**src/rtl/sam_seq_pkg.sv**
```systemverilog
`default_nettype none
// +----------------------------------------------------------------------------+
// | Module  : sam_seq_pkg                                                      |
// | Brief   : Shared states, status codes and item geometry for the SAM        |
// |           smear sequencer.                                                 |
// | Rev     : 1.0  initial release                                             |
// +----------------------------------------------------------------------------+
package sam_seq_pkg;

    typedef enum logic [2:0] {
        ST_IDLE   = 3'd0,
        ST_CMP    = 3'd1,
        ST_SMEAR  = 3'd2,
        ST_SETTLE = 3'd3,
        ST_SHIFT  = 3'd4,
        ST_DONE   = 3'd5
    } seqState_t;

    typedef enum logic [1:0] {
        STS_OK      = 2'd0,
        STS_FULL    = 2'd1,
        STS_CMP_TMO = 2'd2,
        STS_SHF_TMO = 2'd3
    } seqStatus_t;

    localparam int GPI_INDX = 2;
    localparam int GPI_PAGE = 3;

    // Groups consumed by one item: hPAGE/hBOOK items span three groups.
    function automatic logic [1:0] gpiOf(input logic inx);
        return inx ? 2'(GPI_PAGE) : 2'(GPI_INDX);
    endfunction

endpackage
`default_nettype wire

```
**src/rtl/smear_sequencer_stop_gen.sv**
```systemverilog
`default_nettype none
// +----------------------------------------------------------------------------+
// | Module  : stop_gen                                                         |
// | Brief   : Thermometer decode of occupied group count into the stop vector. |
// | Rev     : 1.0  initial release                                             |
// +----------------------------------------------------------------------------+
module stop_gen #(
    parameter int GROUP_CNT = 16,
    parameter int CNT_W     = 5
) (
    input  logic [CNT_W-1:0]     usedGrps,
    output logic [GROUP_CNT-1:0] stopVec
);

    // Every group at or beyond the occupied boundary is told to stop.
    for (genvar g = 0; g < GROUP_CNT; g++) begin : g_stop
        assign stopVec[g] = ((CNT_W+1)'(g) >= {1'b0, usedGrps});
    end

endmodule
`default_nettype wire

```
**src/rtl/smear_sequencer.sv**
```systemverilog
`default_nettype none
// +----------------------------------------------------------------------------+
// | Module  : smear_sequencer                                                  |
// | Brief   : Runs one SAM insert/search op: compare, smear, settle, shift.    |
// |           Tracks group occupancy and drives the per-group stop vector.     |
// | Rev     : 1.0  initial release                                             |
// +----------------------------------------------------------------------------+
module smear_sequencer
    import sam_seq_pkg::*;
#(
    parameter int GROUP_CNT = 16,
    parameter int CMP_TMO   = 15,
    parameter int SHF_TMO   = 63
) (
    input  logic                           clk,
    input  logic                           rstN,
    input  logic                           reqValid,
    output logic                           reqRdy,
    input  logic                           reqOp,
    input  logic                           reqInx,
    input  logic                           clrCnt,
    output logic                           cmpGo,
    input  logic                           cmpDone,
    output logic                           smearGo,
    output logic                           setBit,
    output logic                           inxBit,
    output logic [GROUP_CNT-1:0]           stop,
    output logic                           shiftGo,
    input  logic                           shiftDone,
    output logic                           done,
    output logic [1:0]                     status,
    output logic [$clog2(GROUP_CNT+1)-1:0] usedGrps
);

    localparam int c_cntW   = $clog2(GROUP_CNT + 1);
    localparam int c_arithW = c_cntW + 1;
    localparam int c_tmrW   = 6;

    localparam logic [c_tmrW-1:0]   c_cmpLast = c_tmrW'(CMP_TMO - 1);
    localparam logic [c_tmrW-1:0]   c_shfLast = c_tmrW'(SHF_TMO - 1);
    localparam logic [c_arithW-1:0] c_grpCnt  = c_arithW'(GROUP_CNT);

    seqState_t             r_state;
    logic                  r_isInsert;
    logic [c_tmrW-1:0]     r_timer;

    logic [c_arithW-1:0]   w_base;
    logic [c_arithW-1:0]   w_reqSum;
    logic                  w_full;
    logic [GROUP_CNT-1:0]  w_stopNext;

    // A clear issued alongside an accept counts as already applied.
    assign w_base   = clrCnt ? '0 : {1'b0, usedGrps};
    assign w_reqSum = w_base + c_arithW'(gpiOf(reqInx));
    assign w_full   = reqOp && (w_reqSum > c_grpCnt);

    stop_gen #(
        .GROUP_CNT (GROUP_CNT),
        .CNT_W     (c_cntW)
    ) u_stopGen (
        .usedGrps (usedGrps),
        .stopVec  (w_stopNext)
    );

    always_ff @(posedge clk or negedge rstN) begin
        if (!rstN) begin
            r_state    <= ST_IDLE;
            r_isInsert <= 1'b0;
            r_timer    <= '0;
            reqRdy     <= 1'b1;
            usedGrps   <= '0;
            stop       <= '1;
            inxBit     <= 1'b0;
            cmpGo      <= 1'b0;
            smearGo    <= 1'b0;
            setBit     <= 1'b0;
            shiftGo    <= 1'b0;
            done       <= 1'b0;
            status     <= STS_OK;
        end else begin
            cmpGo   <= 1'b0;
            smearGo <= 1'b0;
            setBit  <= 1'b0;
            shiftGo <= 1'b0;
            done    <= 1'b0;
            stop    <= w_stopNext;

            case (r_state)
                ST_IDLE: begin
                    if (clrCnt) usedGrps <= '0;
                    if (reqValid) begin
                        reqRdy     <= 1'b0;
                        r_isInsert <= reqOp;
                        inxBit     <= reqInx;
                        if (w_full) begin
                            r_state <= ST_DONE;
                            done    <= 1'b1;
                            status  <= STS_FULL;
                        end else begin
                            r_state <= ST_CMP;
                            cmpGo   <= 1'b1;
                            r_timer <= '0;
                        end
                    end
                end
                ST_CMP: begin
                    if (cmpDone) begin
                        r_state <= ST_SMEAR;
                        smearGo <= 1'b1;
                        setBit  <= 1'b1;
                    end else if (r_timer == c_cmpLast) begin
                        r_state <= ST_DONE;
                        done    <= 1'b1;
                        status  <= STS_CMP_TMO;
                    end else begin
                        r_timer <= r_timer + 1'b1;
                    end
                end
                ST_SMEAR: begin
                    r_state <= ST_SETTLE;
                end
                ST_SETTLE: begin
                    if (r_isInsert) begin
                        r_state <= ST_SHIFT;
                        shiftGo <= 1'b1;
                        r_timer <= '0;
                    end else begin
                        r_state <= ST_DONE;
                        done    <= 1'b1;
                        status  <= STS_OK;
                    end
                end
                ST_SHIFT: begin
                    if (shiftDone) begin
                        r_state  <= ST_DONE;
                        done     <= 1'b1;
                        status   <= STS_OK;
                        usedGrps <= usedGrps + c_cntW'(gpiOf(inxBit));
                    end else if (r_timer == c_shfLast) begin
                        r_state <= ST_DONE;
                        done    <= 1'b1;
                        status  <= STS_SHF_TMO;
                    end else begin
                        r_timer <= r_timer + 1'b1;
                    end
                end
                ST_DONE: begin
                    r_state <= ST_IDLE;
                    reqRdy  <= 1'b1;
                    status  <= STS_OK;
                end
                default: begin
                    r_state <= ST_IDLE;
                    reqRdy  <= 1'b1;
                end
            endcase
        end
    end

endmodule
`default_nettype wire

```
**config.mk**
```make
export PLATFORM = sky130hd
export DESIGN_NAME = smear_sequencer
export DESIGN_NICKNAME = d
export VERILOG_FILES = /design/src/rtl/sam_seq_pkg.sv /design/src/rtl/smear_sequencer_stop_gen.sv /design/src/rtl/smear_sequencer.sv
export SDC_FILE = /design/constraint.sdc
export NUM_CORES = 1
export LEC_CHECK = 0
export ABC_AREA = 1
export CAP_MARGIN = 20
export CELL_PAD_IN_SITES_DETAIL_PLACEMENT = 1
export CELL_PAD_IN_SITES_GLOBAL_PLACEMENT = 2
export CORE_MARGIN = 2
export CORE_UTILIZATION = 32
export CTS_CLUSTER_DIAMETER = 60
export CTS_CLUSTER_SIZE = 20
export DETAILED_ROUTE_END_ITERATION = 10
export GPL_ROUTABILITY_DRIVEN = 0
export PLACE_DENSITY_LB_ADDON = 0.3
export SLEW_MARGIN = 20
export SYNTH_ARGS = -nofsm -noshare
export SYNTH_HDL_FRONTEND = slang
export SYNTH_SLANG_ARGS = --single-unit
```
**constraint.sdc**
```tcl
create_clock -name clk -period 3.66 [get_ports clk]
set_input_delay 0.549 -clock clk [delete_from_list [all_inputs] [get_ports clk]]
set_output_delay 0.549 -clock clk [all_outputs]
set_load 0.02 [all_outputs]
```
# [Word-level counts from Yosys, hierarchy flattened]
# Cells that the tools add are included.
[word_totals] ff_bits=39 latch_bits=0 ram_bits=0 rom_bits=0 in_bits=8 output_inout_bits=30 word_cells=113 memories=0
[op_classes] n_addsub=3 multipliers=0 div_mod_pow=0 magnitude_cmp=17 eq_ne=21 shift=0 muxes=47 bitwise_logic=1 n_reduce_logical=12
[op_table] cell="$mux W6" count=7
[op_table] cell="$ge A4 B5 Y1 const A" count=8
[op_table] cell="$ne A2 B2 Y1 const B" count=12
[op_table] cell="$pmux W6 S4" count=1
[op_table] cell="$ge A3 B5 Y1 const A" count=4
[op_table] cell="$mux W1" count=18
[op_table] cell="$mux W3" count=6
[op_table] cell="$mux W5" count=3
[op_table] cell="$pmux W3 S5" count=1
[op_table] cell="$mux W2" count=7
[op_table] cell="$ge A1 B5 Y1 const A" count=2
[op_table] cell="$ge A2 B5 Y1 const A" count=2
[op_table] cell="$pmux W2 S5" count=1
[op_table] cell="$pmux W5 S2" count=1
[op_table] cell="$reduce_and A8 Y1" count=1
[op_table] cell="$reduce_and A7 Y1" count=1
[op_table] cell="$add A5 B2 Y6" count=1
[op_table] cell="$add A6 B1 Y6 const B" count=1
[op_table] cell="$eq A3 B2 Y1 const B" count=2
[op_table] cell="$eq A3 B3 Y1 const B" count=2
[op_table] cell="$eq A6 B4 Y1 const B" count=1
[op_table] cell="$eq A6 B6 Y1 const B" count=1
[op_table] cell="$gt A6 B5 Y1 const B" count=1
[op_table] cell="$ne A3 B3 Y1 const B" count=2
[op_table] cell="13 further kinds" count=15

# [Logic depth before layout (Yosys ltp)]
# Gate-level depths: netlist (run 1).
[depth] ltp_word=7 ltp_mapped=15

# [Hierarchy]
# Synthesis (run 1) repeated with hierarchy kept, for this count alone.
[hier_totals] cells_unflattened=255 hier_area_um2=2090.8
[by_module_without_submodules] mod="smear_sequencer" n_inst=1 cells_each=219 area_each_um2=1934.4 seq_area_each_um2=997.2
[by_module_without_submodules] mod="stop_gen" n_inst=1 cells_each=36 area_each_um2=156.4 seq_area_each_um2=0.0

# [Worst setup path after synthesis (run 1)]
# OpenSTA, ideal clock, no wires.
[synth_timing] path_kind="reg2reg" from="register usedGrps[0]" to="register status[0]" setup_ns=0.117 t_arrival_ns=1.895 t_required_ns=3.543 path_slack_ns=1.648 path_stages_with_launch=16 n_path_buf=0 period_less_slack_ns=2.012 path_cell_list="dfrtp_1 -> inv_1 -> nor2_1 -> ha_1 -> inv_1 -> ha_1 -> inv_1 -> nor2_1 -> nand3_1 -> nand2_1 -> nor2_2 -> nand3_1 -> nand2_1 -> nand2_1 -> nand2_1 -> nand2_1"
[synth_via] elab_chain_cells=6
[synth_lines] item="start: declaration" line_no="smear_sequencer.sv:32" text="output logic [$clog2(GROUP_CNT+1)-1:0] usedGrps"
[synth_lines] item="start signal: assignment" line_no="smear_sequencer.sv:138" text="usedGrps <= usedGrps + c_cntW'(gpiOf(inxBit));"
[synth_lines] item="$mux W5" line_no="smear_sequencer.sv:53" text="assign w_base = clrCnt ? '0 : {1'b0, usedGrps};"
[synth_lines] item="$add A5 B2 Y6" line_no="smear_sequencer.sv:54" text="assign w_reqSum = w_base + c_arithW'(gpiOf(reqInx));"
[synth_lines] item="$gt A6 B5 Y1" line_no="smear_sequencer.sv:55" text="assign w_full = reqOp && (w_reqSum > c_grpCnt);"
[synth_lines] item="$logic_and A1 B1 Y1" line_no="smear_sequencer.sv:55"
[synth_lines] item="$ne A2 B2 Y1 (no line)"
[synth_lines] item="$reduce_and A7 Y1 (no line)"
[synth_lines] item="end signal: assignment" line_no="smear_sequencer.sv:79" text="status <= STS_OK;"
[synth_lines] item="end signal: assignment" line_no="smear_sequencer.sv:98" text="status <= STS_FULL;"
[synth_lines] item="end signal: assignment" line_no="smear_sequencer.sv:114" text="status <= STS_CMP_TMO;"
[synth_lines] item="end: declaration" line_no="smear_sequencer.sv:31" text="output logic [1:0] status,"
# No other way between the ends.
# A chain may end at the register's enable or synchronous reset.

# [Worst setup path after layout (run 1)]
[layout_timing] from="input clrCnt" to="register status[1]"
[layout_via] elab_chain_cells=6
[layout_lines] item="start: declaration" line_no="smear_sequencer.sv:21" text="input logic clrCnt,"
[layout_lines] item="$mux W5" line_no="smear_sequencer.sv:53"
[layout_lines] item="$add A5 B2 Y6" line_no="smear_sequencer.sv:54"
[layout_lines] item="$gt A6 B5 Y1" line_no="smear_sequencer.sv:55"
[layout_lines] item="$logic_and A1 B1 Y1" line_no="smear_sequencer.sv:55"
[layout_lines] item="$ne A2 B2 Y1 (no line)"
[layout_lines] item="$reduce_and A7 Y1 (no line)"
# No other way between the ends.

==> key figures, run 1 <==
Synth
  • Count leader, synth: nand2_1
  • Syn nets: roughly 260
  • Post-synth top area cell: dfrtp_1
  • Post-synthesis adder-cell area fraction: under 10%
  • Post-synthesis mux area share: 0%
  • Syn. warnings: 0
  • Post-synth cell types: 26
  • Simple-gate share of the synthesized area: 31.3%
  • Top cells by count, synth: nand2_1, nor2_1, inv_1, dfrtp_1, nand3_1
  • Synth Area in Compound Gates: between 6 and 7%
  • Register area share after synthesis: 50.0%
  • Asr flop ratio synth: between 90% and 100%
  • EDFF count, synth: 0
  • Flops & latches, synth: 39
  • Area contributors post-synth: dfrtp_1, dfstp_2, nand2_1
  • Avg Cell Area, Syn: a little over 8 µm²
  • Ys flop type: dfrtp_1
  • Top-area cell type share of the netlist area: between 20% and 30%
  • Mapped Cells: 247
  • Post-synthesis xor/xnor area fraction: 0.878%
  • Synthesized area: 2000 µm²
  • Largest family of logic cells by synthesized area: simple AND/OR/NAND/NOR gates

Timing
  • Final count of hold timing violations: 0
  • Fin crit share: between 60% and 70%
  • Skew final: around 12 ps
  • Fin. max-slew vios: 0
  • Slew HR: 42.3%
  • FMAX: between 400 and 500 MHz
  • Tightest Pin Transition: between 800 and 900 ps
  • Final setup violation count: 0
  • RSZ-0062 raised after global routing: no
  • TNS Setup: 0 ps
  • Tmin final: about 2400 ps
  • Hold WS: around 360 ps

Critical path
  • Max FO, Critical Path: 5
  • Critical Path RT: 3840 ps
  • Delay-heaviest family, CP: simple AND/OR/NAND/NOR gates
  • CP endpoint kind: register
  • Crit path kind: in -> reg
  • Crit-path cells: clkdlybuf4s50_1 > nor2_1 > ha_1 > inv_1 > ha_1 > inv_1 > nor2_1 > nand3_1 > nand2_1 > nor2_2 > nand3_1 > nand2_1 > nand2_1 > nand2_1 > nand2_1
  • CP max-delay cell: clkdlybuf4s50_1
  • Worst path max stage delay: roughly 500 ps
  • Startpoint type of the worst setup path: primary input
  • Buffers & Inverters on Critical Path: 3
  • Worst EP arrival: 2590 ps
  • Crit-path most repeated cell: nand2_1

Floorplan
  • Die height: slightly above 80 µm
  • Row cnt: 28
  • IO Pins: 38
  • Die Wd: 83.0 µm
  • Full die area: a little under 7000 µm²
  • CORE AREA: approximately 6000 µm²
  • Starting Density: roughly 33%

Worst hold path
  • Hold WC Path Type: in -> async

Global route
  • Global Route Usage Sum: around 15%
  • GRT overflow: 0
  • Pin count of the biggest net entering global routing: 40
  • Initial antenna violation count: 0
  • Vias in the first global route: 1,760
  • Global-route wire length before repair: about 8500 µm

Cells and area
  • Syn-to-layout area delta: 28.0%
  • NumNets Final: about 300
  • Post-route cell area: ~2600 µm²
  • N_diodes: 0
  • Share of layout cells above drive strength 1: 15.5%
  • Final-layout fill cell count: slightly above 700

Pwr
  • Max VDD drop: just under 300 µV
  • P per Cell Area: about 700 nW/µm²
  • Static leakage: approximately 1.3 nW

Routing
  • Antenna Violating Nets Remaining: 0
  • DRT iter0 DRCs: 56
  • Post-DR vias/cell: between 4 and 5
  • DR WL/cell: 13.3 µm
  • Vias: around 1,700
  • WL final: ~4900 µm
  • Pre-Repair DR Iteration Count: 4
  • DRC viols: 0

Clock tree
  • CTS Buf Count: 5
  • Max clock buf depth: 2
  • CTS tree: done
  • Hold buffer count at cts: 0
  • # H-tree levels: 2
  • Sink Count: 39
  • Clock-pin slew on the worst setup and hold paths: roughly 80 ps
  • Post-cts resize count: 0
  • Post-CTS Repair Setup Buffers: 0
  • Clk Latency, worst-skew pair: roughly 290 ps
  • Clk Tree Root Cell: clkbuf_8

Run status
  • Status: finished, final reports clean

Run
  • Max-cap violation count: 0

Place
  • Hpwl dp: approximately 3800 µm
  • DP Area: 2440 µm²
  • Port buffer count: 37
state kept, by name (all words and copies together), names as in the netlist:
signal      count
status          2
stop           16
usedGrps        5
done            1
inxBit          1
cmpGo           1
shiftGo         1
r_timer         6
setBit          1
reqRdy          1
r_state         3
r_isInsert      1
final timing paths:
| kind | start | to | slack (ps) | cells after the start |
|---|---|---|---|---|
| worst max-delay path | clrCnt | status[1] | 1250 | 15 |
| worst min-delay path | rstN | r_timer[1] | 360 | 1 |
| worst max register to register | usedGrps[0] | status[1] | 1510 | 15 |
| worst min register to register | status[1] | status[1] | 480 | 2 |
| max in group asynchronous | rstN | setBit | 2740 | 1 |
| min in group clk | status[1] | status[1] | 480 | 2 |
cell usage in the layout, fill, tap and decap left out, types with 2 or more instances in the layout:
cell type	count
nand3_1	20
clkbuf_8	6
o21ai_0	9
dfrtp_1	22
nand2_2	5
nor2_1	32
o21ai_1	2
nor2_2	2
a21oi_1	10
inv_1	31
nor3_1	2
xor2_1	2
ha_1	7
nor2_4	3
nand2_1	68
clkdlybuf4s50_1	36
dfstp_2	17
inv_2	5
area by class of cell:
cell class                 instances  area [µm²]  area share (%)
clock inverter                     1        5.00           0.196
clock buffer                       7         108            4.21
tap                               75        93.8            3.67
inverter                          36         135            5.29
timing repair buffer              37         365            14.3
sequential                        39         997            39.0
multi-input combinational        170         851            33.3
stage by stage:
stage / instances / power (W) / worst slack [ps] / util [%]
after floorplan: 247 / 0.00120 / 1650 / -
after global placement: 357 / 0.00149 / 1020 / 40.8
after detailed placement: 357 / 0.00151 / 921 / 40.8
after CTS: 365 / 0.00186 / 1220 / 42.6
after global routing: 365 / 0.00199 / 1040 / 42.6
final: 365 / 0.00183 / 1250 / 42.6
power breakdown:
group	leakage [nW]	total, W	internal (W)	switching, W
Clock	0.0594	0.000349	0.000193	0.000156
Sequential	0.472	0.000635	0.000551	0.0000838
Combinational	0.721	0.000851	0.000308	0.000543
kinds of logic (layout without fill, tap and decap cells):
group                      after synthesis  in the layout
adders and majority gates                7              7
buffers and inverters                   38             81
xor gates and xnor gates                 2              2
AOI/OAI and AO/OA                       23             23
DFF                                     39             39
and+or+nand+nor                        138            138
metal layers:
| metal | vias up | wire, µm | global-route usage (%) |
|---|---|---|---|
| met2 | 41 | 2270 | 24.9 |
| met5 | - | 0 | 0 |
| li1 | 853 | - | - |
| met1 | 826 | 2400 | 20.6 |
| met3 | 7 | 151 | 3.18 |
| met4 | 0 | 52 | 3.58 |
Power figures use the tool's default switching activity.
==> run 2, diff against run 1 <==
--- a/config.mk
+++ b/config.mk
@@ -10,7 +10,7 @@
 export CELL_PAD_IN_SITES_DETAIL_PLACEMENT = 1
 export CELL_PAD_IN_SITES_GLOBAL_PLACEMENT = 2
 export CORE_MARGIN = 2
-export CORE_UTILIZATION = 32
+export CORE_UTILIZATION = 27
 export CTS_CLUSTER_DIAMETER = 60
 export CTS_CLUSTER_SIZE = 20
 export DETAILED_ROUTE_END_ITERATION = 10
==> constraint.sdc (replaced) <==
create_clock -name clk -period 2 [get_ports clk]
set_input_delay 0.3 -clock clk [delete_from_list [all_inputs] [get_ports clk]]
set_output_delay 0.3 -clock clk [all_outputs]
set_load 0.02 [all_outputs]
==> run 2 against run 1 <==
  * First-iteration DRC count grew 32%
  * Worst setup slack lost 1200 ps
  * Sequential power grew 84%
  * Register-to-register slack lost 1400 ps
  * Cell count grew 9.6%
  * Non-clock buffer count grew 11
  * Core utilization shrank 4.4 points
  * Clock skew shrank 8.7 ps
  * Clock power grew 85%
  * Die area grew 18%
  * Worst hold slack gained 36 ps
  * Cell area grew 8.1%
==> key figures, run 2 (synthesized netlist as in run 1, its figures left out) <==
Place
  • Port buffer count: 37 (unchanged)
  • Hpwl dp: 4260 µm (was 3840 µm)
  • DP Area: 2550 µm² (was 2440 µm²)
  • Placed cell count: 391 (was 357)

Clock tree
  • Clk Latency, worst-skew pair: 290 ps (about the same)
  • Sink Count: 39 (unchanged)
  • CTS tree: done (unchanged)
  • # H-tree levels: 2 (unchanged)
  • CTS Buf Count: 5 (unchanged)
  • Clk Tree Root Cell: clkbuf_8 (unchanged)
  • Post-CTS Repair Setup Buffers: 0 (unchanged)
  • Clock-pin slew on the worst setup and hold paths: 80 ps (about the same)
  • Max clock buf depth: 2 (unchanged)

Cells and area
  • Post-Layout Cell Count: 400 (was 365)
  • Post-route cell area: 2760 µm² (was 2550 µm²)
  • Max reg flops: 16 (unchanged)
  • Biggest register: stop (unchanged)
  • NumNets Final: 315 (was 304)
  • Most frequent cells in the layout: nand2_1, clkdlybuf4s50_1, nor2_1 (unchanged)
  • N_diodes: 0 (unchanged)
  • Top flop regs: stop: 16 flops, r_timer: 6 flops, usedGrps: 5 flops (unchanged)
  • Syn-to-layout area delta: 38.4% (was 28.0%)
  • Share of layout cells above drive strength 1: 24.3% (was 15.5%)
  • Most common cell after layout, fill and taps aside: nand2_1 (unchanged)

Timing
  • Tmin final: between 1500 and 2000 ps
  • Slew HR: 77.2% (was 42.3%)
  • RSZ-0062 raised after global routing: yes (was no)
  • FMAX: between 500 and 600 MHz
  • Tightest Pin Transition: 342 ps (was 865 ps)
  • Fin. max-slew vios: 0 (unchanged)
  • Fin crit share: 95.8%
  • Final setup violation count: 0 (unchanged)
  • TNS Setup: 0 ps (unchanged)
  • Final count of hold timing violations: 0 (unchanged)
  • Skew final: 3.74 ps (was 12.4 ps)

Routing
  • DR WL/cell: 13.4 µm (was 13.3 µm)
  • DRC viols: 0 (unchanged)
  • Antenna Violating Nets Remaining: 0 (unchanged)
  • DRT iter0 DRCs: 74 (was 56)
  • Post-DR vias/cell: 4.37 (was 4.73)
  • WL final: 5350 µm (was 4870 µm)
  • Pre-Repair DR Iteration Count: 4 (unchanged)
  • Vias: 1,749 (was 1,727)

Critical path
  • CP endpoint kind: register (unchanged)
  • Worst R2R Path Depth: 15 (unchanged)
  • Worst EP arrival: 2150 ps (was 2590 ps)
  • Slack of the worst reg-to-reg path: 80 ps (was 1510 ps)
  • Reg2reg start: usedGrps[0] (unchanged)
  • Max FO, Critical Path: 8 (was 5)
  • Startpoint type of the worst setup path: register (was primary input)
  • FF-to-FF End: r_timer[4] (was status[1])
  • Crit path kind: reg -> reg (was in -> reg)
  • Critical Path RT: 2230 ps (was 3840 ps)

Global route
  • GRT overflow: 0 (unchanged)
  • Global Route Usage Sum: 14.0% (was 15.2%)
  • Vias in the first global route: 1,842 (was 1,760)
  • Global-route wire length before repair: 9170 µm (was 8460 µm)
  • Initial antenna violation count: 0 (unchanged)
  • Pin count of the biggest net entering global routing: 20 (was 40)

Pwr
  • Total Power: 0.00352 W (was 0.00183 W)
  • Static leakage: 1.32 nW (was 1.25 nW)
  • P per Cell Area: 1270 nW/µm² (was 718 nW/µm²)
  • Max VDD drop: 412 µV (was 298 µV)

Floorplan
  • Full die area: 8090 µm² (was 6880 µm²)
  • Die height: 90.0 µm (was 83.0 µm)
  • Starting Density: 27.7% (was 33.3%)
  • Die Wd: 90.0 µm (was 83.0 µm)
  • Row cnt: 31 (was 28)
  • CORE AREA: 7210 µm² (was 5990 µm²)
  • IO Pins: 38 (unchanged)

Run status
  • Status: finished, final reports clean (unchanged)

Worst hold path
  • Hold WC Path Type: in -> async (unchanged)

Run
  • Max-cap violation count: 0 (unchanged)
[run 2: cell count changes in the layout (fill, tap and decap cells not counted), sizes merged]
cell	change
dlygate4sd2	+1
dlymetal6s2s	+1
clkdlybuf4s50	-2
dlygate4sd3	+1
buf	+10
[run 2: worst max-delay path, cell delays in order (launching register included)]
cell and delay, ps:
dfrtp_2 380, inv_2 60, nor2_4 130, ha_4 160, inv_4 30, ha_4 230, inv_2 60, nor2_4 30
nand3_2 50, nand2_2 70, nor2_4 120, buf_6 110, nand4_4 150, nand2_4 170, nand2_2 60, nand2_1 60
[run 2: cell type report]
cell class	count	area [µm²]
clock inverters	1	5.00
inverters	36	138
repair buffers	48	455
fillers	881	4450
multi-input cells	170	933
flip-flops and latches	39	998
clock buffers	7	108
well taps	99	124
[run 2: repair_timing]
item	CTS	global route
hold buffers	1	0
gates resized for setup	9	16
endpoints found under the setup margin	10	10
pin swaps	7	6
hold endpoints to repair	7	0
[run 2: layer usage]
layer | wire, µm | track usage (%) | vias up
met3 | 165 | 2.77 | 6
met5 | 0 | 0 | -
met1 | 2580 | 18.9 | 838
li1 | - | - | 878
met4 | 68 | 3.85 | 0
met2 | 2540 | 22.9 | 27
[run 2: power breakdown]
part / switching, W / total [W] / leakage [nW] / internal, W
clock network: 0.000293 / 0.000647 / 0.0594 / 0.000354
registers: 0.000159 / 0.00117 / 0.471 / 0.00101
logic: 0.00106 / 0.00170 / 0.789 / 0.000642
[run 2: metrics by stage]
step / utilization, % / hold WS [ps] / setup slack (ps)
CTS: 37.4 / 400 / 15.3
detailed placement: 35.3 / 183 / -369
global placement: 35.3 / 183 / -339
finish: 38.3 / 397 / 84.9
floorplan: - / 4.41 / 64.3
global route: 38.3 / 407 / -47.4
[run 2: worst max-delay path by stage]
stage	end	slack [ps]	from
5_1_grt	r_timer[4]	-50	usedGrps[0]
2_1_floorplan	status[0]	60	usedGrps[0]
3_5_place_dp	r_timer[0]	-370	clrCnt
4_1_cts	r_timer[4]	20	usedGrps[0]
3_3_place_gp	r_timer[3]	-340	clrCnt
6_report	r_timer[4]	80	usedGrps[0]
==> run 3, diff against run 2 <==
--- a/config.mk
+++ b/config.mk
@@ -9,7 +9,7 @@
 export CAP_MARGIN = 20
 export CELL_PAD_IN_SITES_DETAIL_PLACEMENT = 1
 export CELL_PAD_IN_SITES_GLOBAL_PLACEMENT = 2
-export CORE_MARGIN = 2
+export CORE_MARGIN = 8
 export CORE_UTILIZATION = 27
 export CTS_CLUSTER_DIAMETER = 60
 export CTS_CLUSTER_SIZE = 20
==> run 3 against run 2 <==
  * Flip-flop and latch count unchanged
  * Global-route usage decreased by 2.6 points
  * Core utilization decreased by 0.87 points
  * First-iteration DRC count decreased by 57%
  * Routed wire length increased by 3.1%
  * Clock skew increased by 3.5 ps
  * Worst setup slack improved by 22 ps
  * Largest cell class unchanged
==> key figures, run 3 (synthesized netlist as in run 1, its figures left out) <==
Run status
  • Status: finished, final reports clean (unchanged)

Cells and area
  • Most common cell after layout, fill and taps aside: nand2_1 (unchanged)
  • N_diodes: 0 (unchanged)
  • Most frequent cells in the layout: nand2_1, clkdlybuf4s50_1, nor2_1 (unchanged)
  • Syn-to-layout area delta: 35.2% (was 38.4%)
  • Biggest register: stop (unchanged)
  • Max reg flops: 16 (unchanged)
  • NumNets Final: 311 (was 315)
  • Final-layout fill cell count: 879 (was 881)
  • Multi-input gate area: 913 µm² (was 933 µm²)
  • Share of layout cells above drive strength 1: 24.2% (was 24.3%)
  • Top flop regs: stop: 16 flops, r_timer: 6 flops, usedGrps: 5 flops (unchanged)
  • Register area: 998 µm² (unchanged)
  • Final core occ: 37.4% (was 38.3%)

Clock tree
  • Clk Tree Root Cell: clkbuf_8 (unchanged)
  • # H-tree levels: 2 (unchanged)
  • Max clock buf depth: 2 (unchanged)
  • Clk Latency, worst-skew pair: 300 ps (was 290 ps)
  • Clock-pin slew on the worst setup and hold paths: 90 ps (was 80 ps)
  • CTS Buf Count: 5 (unchanged)
  • Sink Count: 39 (unchanged)
  • CTS tree: done (unchanged)

Routing
  • Antenna Violating Nets Remaining: 0 (unchanged)
  • Post-DR vias/cell: 4.44 (was 4.37)
  • WL final: 5520 µm (was 5350 µm)
  • DRC viols: 0 (unchanged)
  • DR WL/cell: 13.9 µm (was 13.4 µm)
  • Pre-Repair DR Iteration Count: 4 (unchanged)
  • DRT iter0 DRCs: 32 (was 74)
  • Vias: 1,760 (was 1,749)

Floorplan
  • Row cnt: 31 (unchanged)
  • Die height: 102 µm (was 90.0 µm)
  • Starting Density: 27.7% (unchanged)
  • Full die area: 10,400 µm² (was 8090 µm²)
  • Die Wd: 102 µm (was 90.0 µm)
  • CORE AREA: 7210 µm² (unchanged)
  • IO Pins: 38 (unchanged)

Critical path
  • Critical Path RT: 2240 ps (was 2230 ps)
  • Reg2reg start: usedGrps[0] (unchanged)
  • Buffers & Inverters on Critical Path: 3 (was 4)
  • Startpoint type of the worst setup path: register (unchanged)
  • FF-to-FF End: r_timer[0] (was r_timer[4])
  • Max FO, Critical Path: 8 (unchanged)
  • Worst R2R Path Depth: 14 (was 15)
  • Crit-path most repeated cell: inv_2 (was nor2_4)
  • Crit-path cells: inv_2 > nor2_4 > ha_2 > inv_2 > ha_4 > inv_2 > nor2_2 > nand3_1 > nand2_2 > nor2_4 > nand4_4 > nand2_4 > nand2_1 > nand2_1 (was inv_2 > nor2_4 > ha_4 > inv_4 > ha_4 > inv_2 > nor2_4 > nand3_2 > nand2_2 > nor2_4 > buf_6 > nand4_4 > nand2_4 > nand2_2 > nand2_1)
  • Crit path kind: reg -> reg (unchanged)
  • Worst path max stage delay: 420 ps (was 380 ps)
  • Slack of the worst reg-to-reg path: 110 ps (was 80 ps)
  • Delay-heaviest family, CP: simple AND/OR/NAND/NOR gates (unchanged)
  • CP endpoint kind: register (unchanged)
  • Worst EP arrival: 2130 ps (was 2150 ps)
  • CP max-delay cell: dfrtp_2 (unchanged)

Pwr
  • Logic pwr share: 48.0% (was 48.4%)
  • Static leakage: 1.30 nW (was 1.32 nW)
  • P per Cell Area: 1280 nW/µm² (was 1270 nW/µm²)
  • Power share of the clock group: 18.2% (was 18.4%)
  • Net Sw Frac: 44.0% (was 43.0%)
  • Total Power: 0.00346 W (was 0.00352 W)
  • Sw Pwr: 0.00152 W (was 0.00151 W)
  • Max VDD drop: 360 µV (was 412 µV)
  • P_int: 0.00194 W (was 0.00201 W)
  • Flop pwr share: 33.8% (was 33.2%)

Timing
  • FMAX: 528 MHz (was 522 MHz)
  • Hold WS: 48.2 ps (was 397 ps)
  • Setup ws final: 107 ps (was 84.9 ps)
  • RSZ-0062 raised after global routing: yes (unchanged)
  • Tmin final: 1890 ps (was 1920 ps)
  • Skew final: 7.25 ps (was 3.74 ps)
  • Final setup violation count: 0 (unchanged)
  • Slew HR: 51.8% (was 77.2%)
  • Tightest Pin Transition: 722 ps (was 342 ps)
  • Final count of hold timing violations: 0 (unchanged)
  • TNS Setup: 0 ps (unchanged)
  • Fin crit share: 94.6% (was 95.8%)
  • Fin. max-slew vios: 0 (unchanged)

Global route
  • Vias in the first global route: 1,864 (was 1,842)
  • GRT overflow: 0 (unchanged)
  • Global-route wire length before repair: 9270 µm (was 9170 µm)
  • Initial antenna violation count: 0 (unchanged)
  • Pin count of the biggest net entering global routing: 30 (was 20)
  • Global Route Usage Sum: 11.3% (was 14.0%)

Run
  • Max-cap violation count: 0 (unchanged)

Place
  • Hpwl dp: 4340 µm (was 4260 µm)
  • Port buffer count: 37 (unchanged)
  • Pre-CTS WS: -418 ps (was -369 ps)

Worst hold path
  • Hold WC Path Type: in -> async (unchanged)
==> run 3: cell count changes in the layout (fill, tap and decap cells not counted), sizes merged <==
cell	change
buf	-3
clkbuf	-1
clkdlybuf4s50	+1
clkinv	+1
dlygate4sd2	-1
dlygate4sd3	-1
==> run 3: worst max-delay path by stage <==
stage,to,depth (start not counted),startpoint,slack [ps]
finish,r_timer[0],14,usedGrps[0],110
global route,r_timer[4],14,usedGrps[0],-50
CTS,status[0],15,usedGrps[0],3
detailed placement,status[0],15,clrCnt,-420
global placement,status[0],15,clrCnt,-350
floorplan,status[0],15,usedGrps[0],60
==> run 3: timing repair <==
| action | 4_1_cts | 5_1_grt |
|---|---|---|
| setup buffers | 0 | 0 |
| hold buffers | 0 | 0 |
| pin swaps | 1 | 8 |
| endpoints found under the setup margin | 8 | 11 |
| resized for setup | 3 | 19 |
| endpoints found under the hold margin | 0 | 0 |
==> run 3: layout make-up <==
type,count,share of cell area (%)
Sequential cell,39,37.0
Multi-Input combinational cell,170,33.8
Timing Repair Buffer,44,15.6
Inverter,36,5.01
Tap cell,99,4.59
Clock buffer,6,3.48
Clock inverter,2,0.510
==> run 3: power by group through the flow <==
| stage | Combinational (W) | Clock, W | Sequential [W] |
|---|---|---|---|
| 6_report | 0.00166 | 0.000630 | 0.00117 |
| 5_1_grt | 0.00187 | 0.000687 | 0.00120 |
| 4_1_cts | 0.00165 | 0.000654 | 0.00117 |
| 3_5_place_dp | 0.00164 | 0 | 0.00118 |
| 3_3_place_gp | 0.00162 | 0 | 0.00118 |
| 2_1_floorplan | 0.000890 | 0 | 0.00130 |
==> run 3: metal layers <==
layer	GRT usage, %	wire, µm	share of wire, %
met1	14.1	2640	48
met2	18.5	2530	46
met3	2.66	259	4.7
met4	4.40	92	1.7
met5	0	0	0
==> run 3: through the flow <==
stage	cells	area, µm²
2_1_floorplan	247	2000
3_5_place_dp	388	2530
5_1_grt	396	2700
4_1_cts	396	2640
3_3_place_gp	388	2530
6_report	396	2700
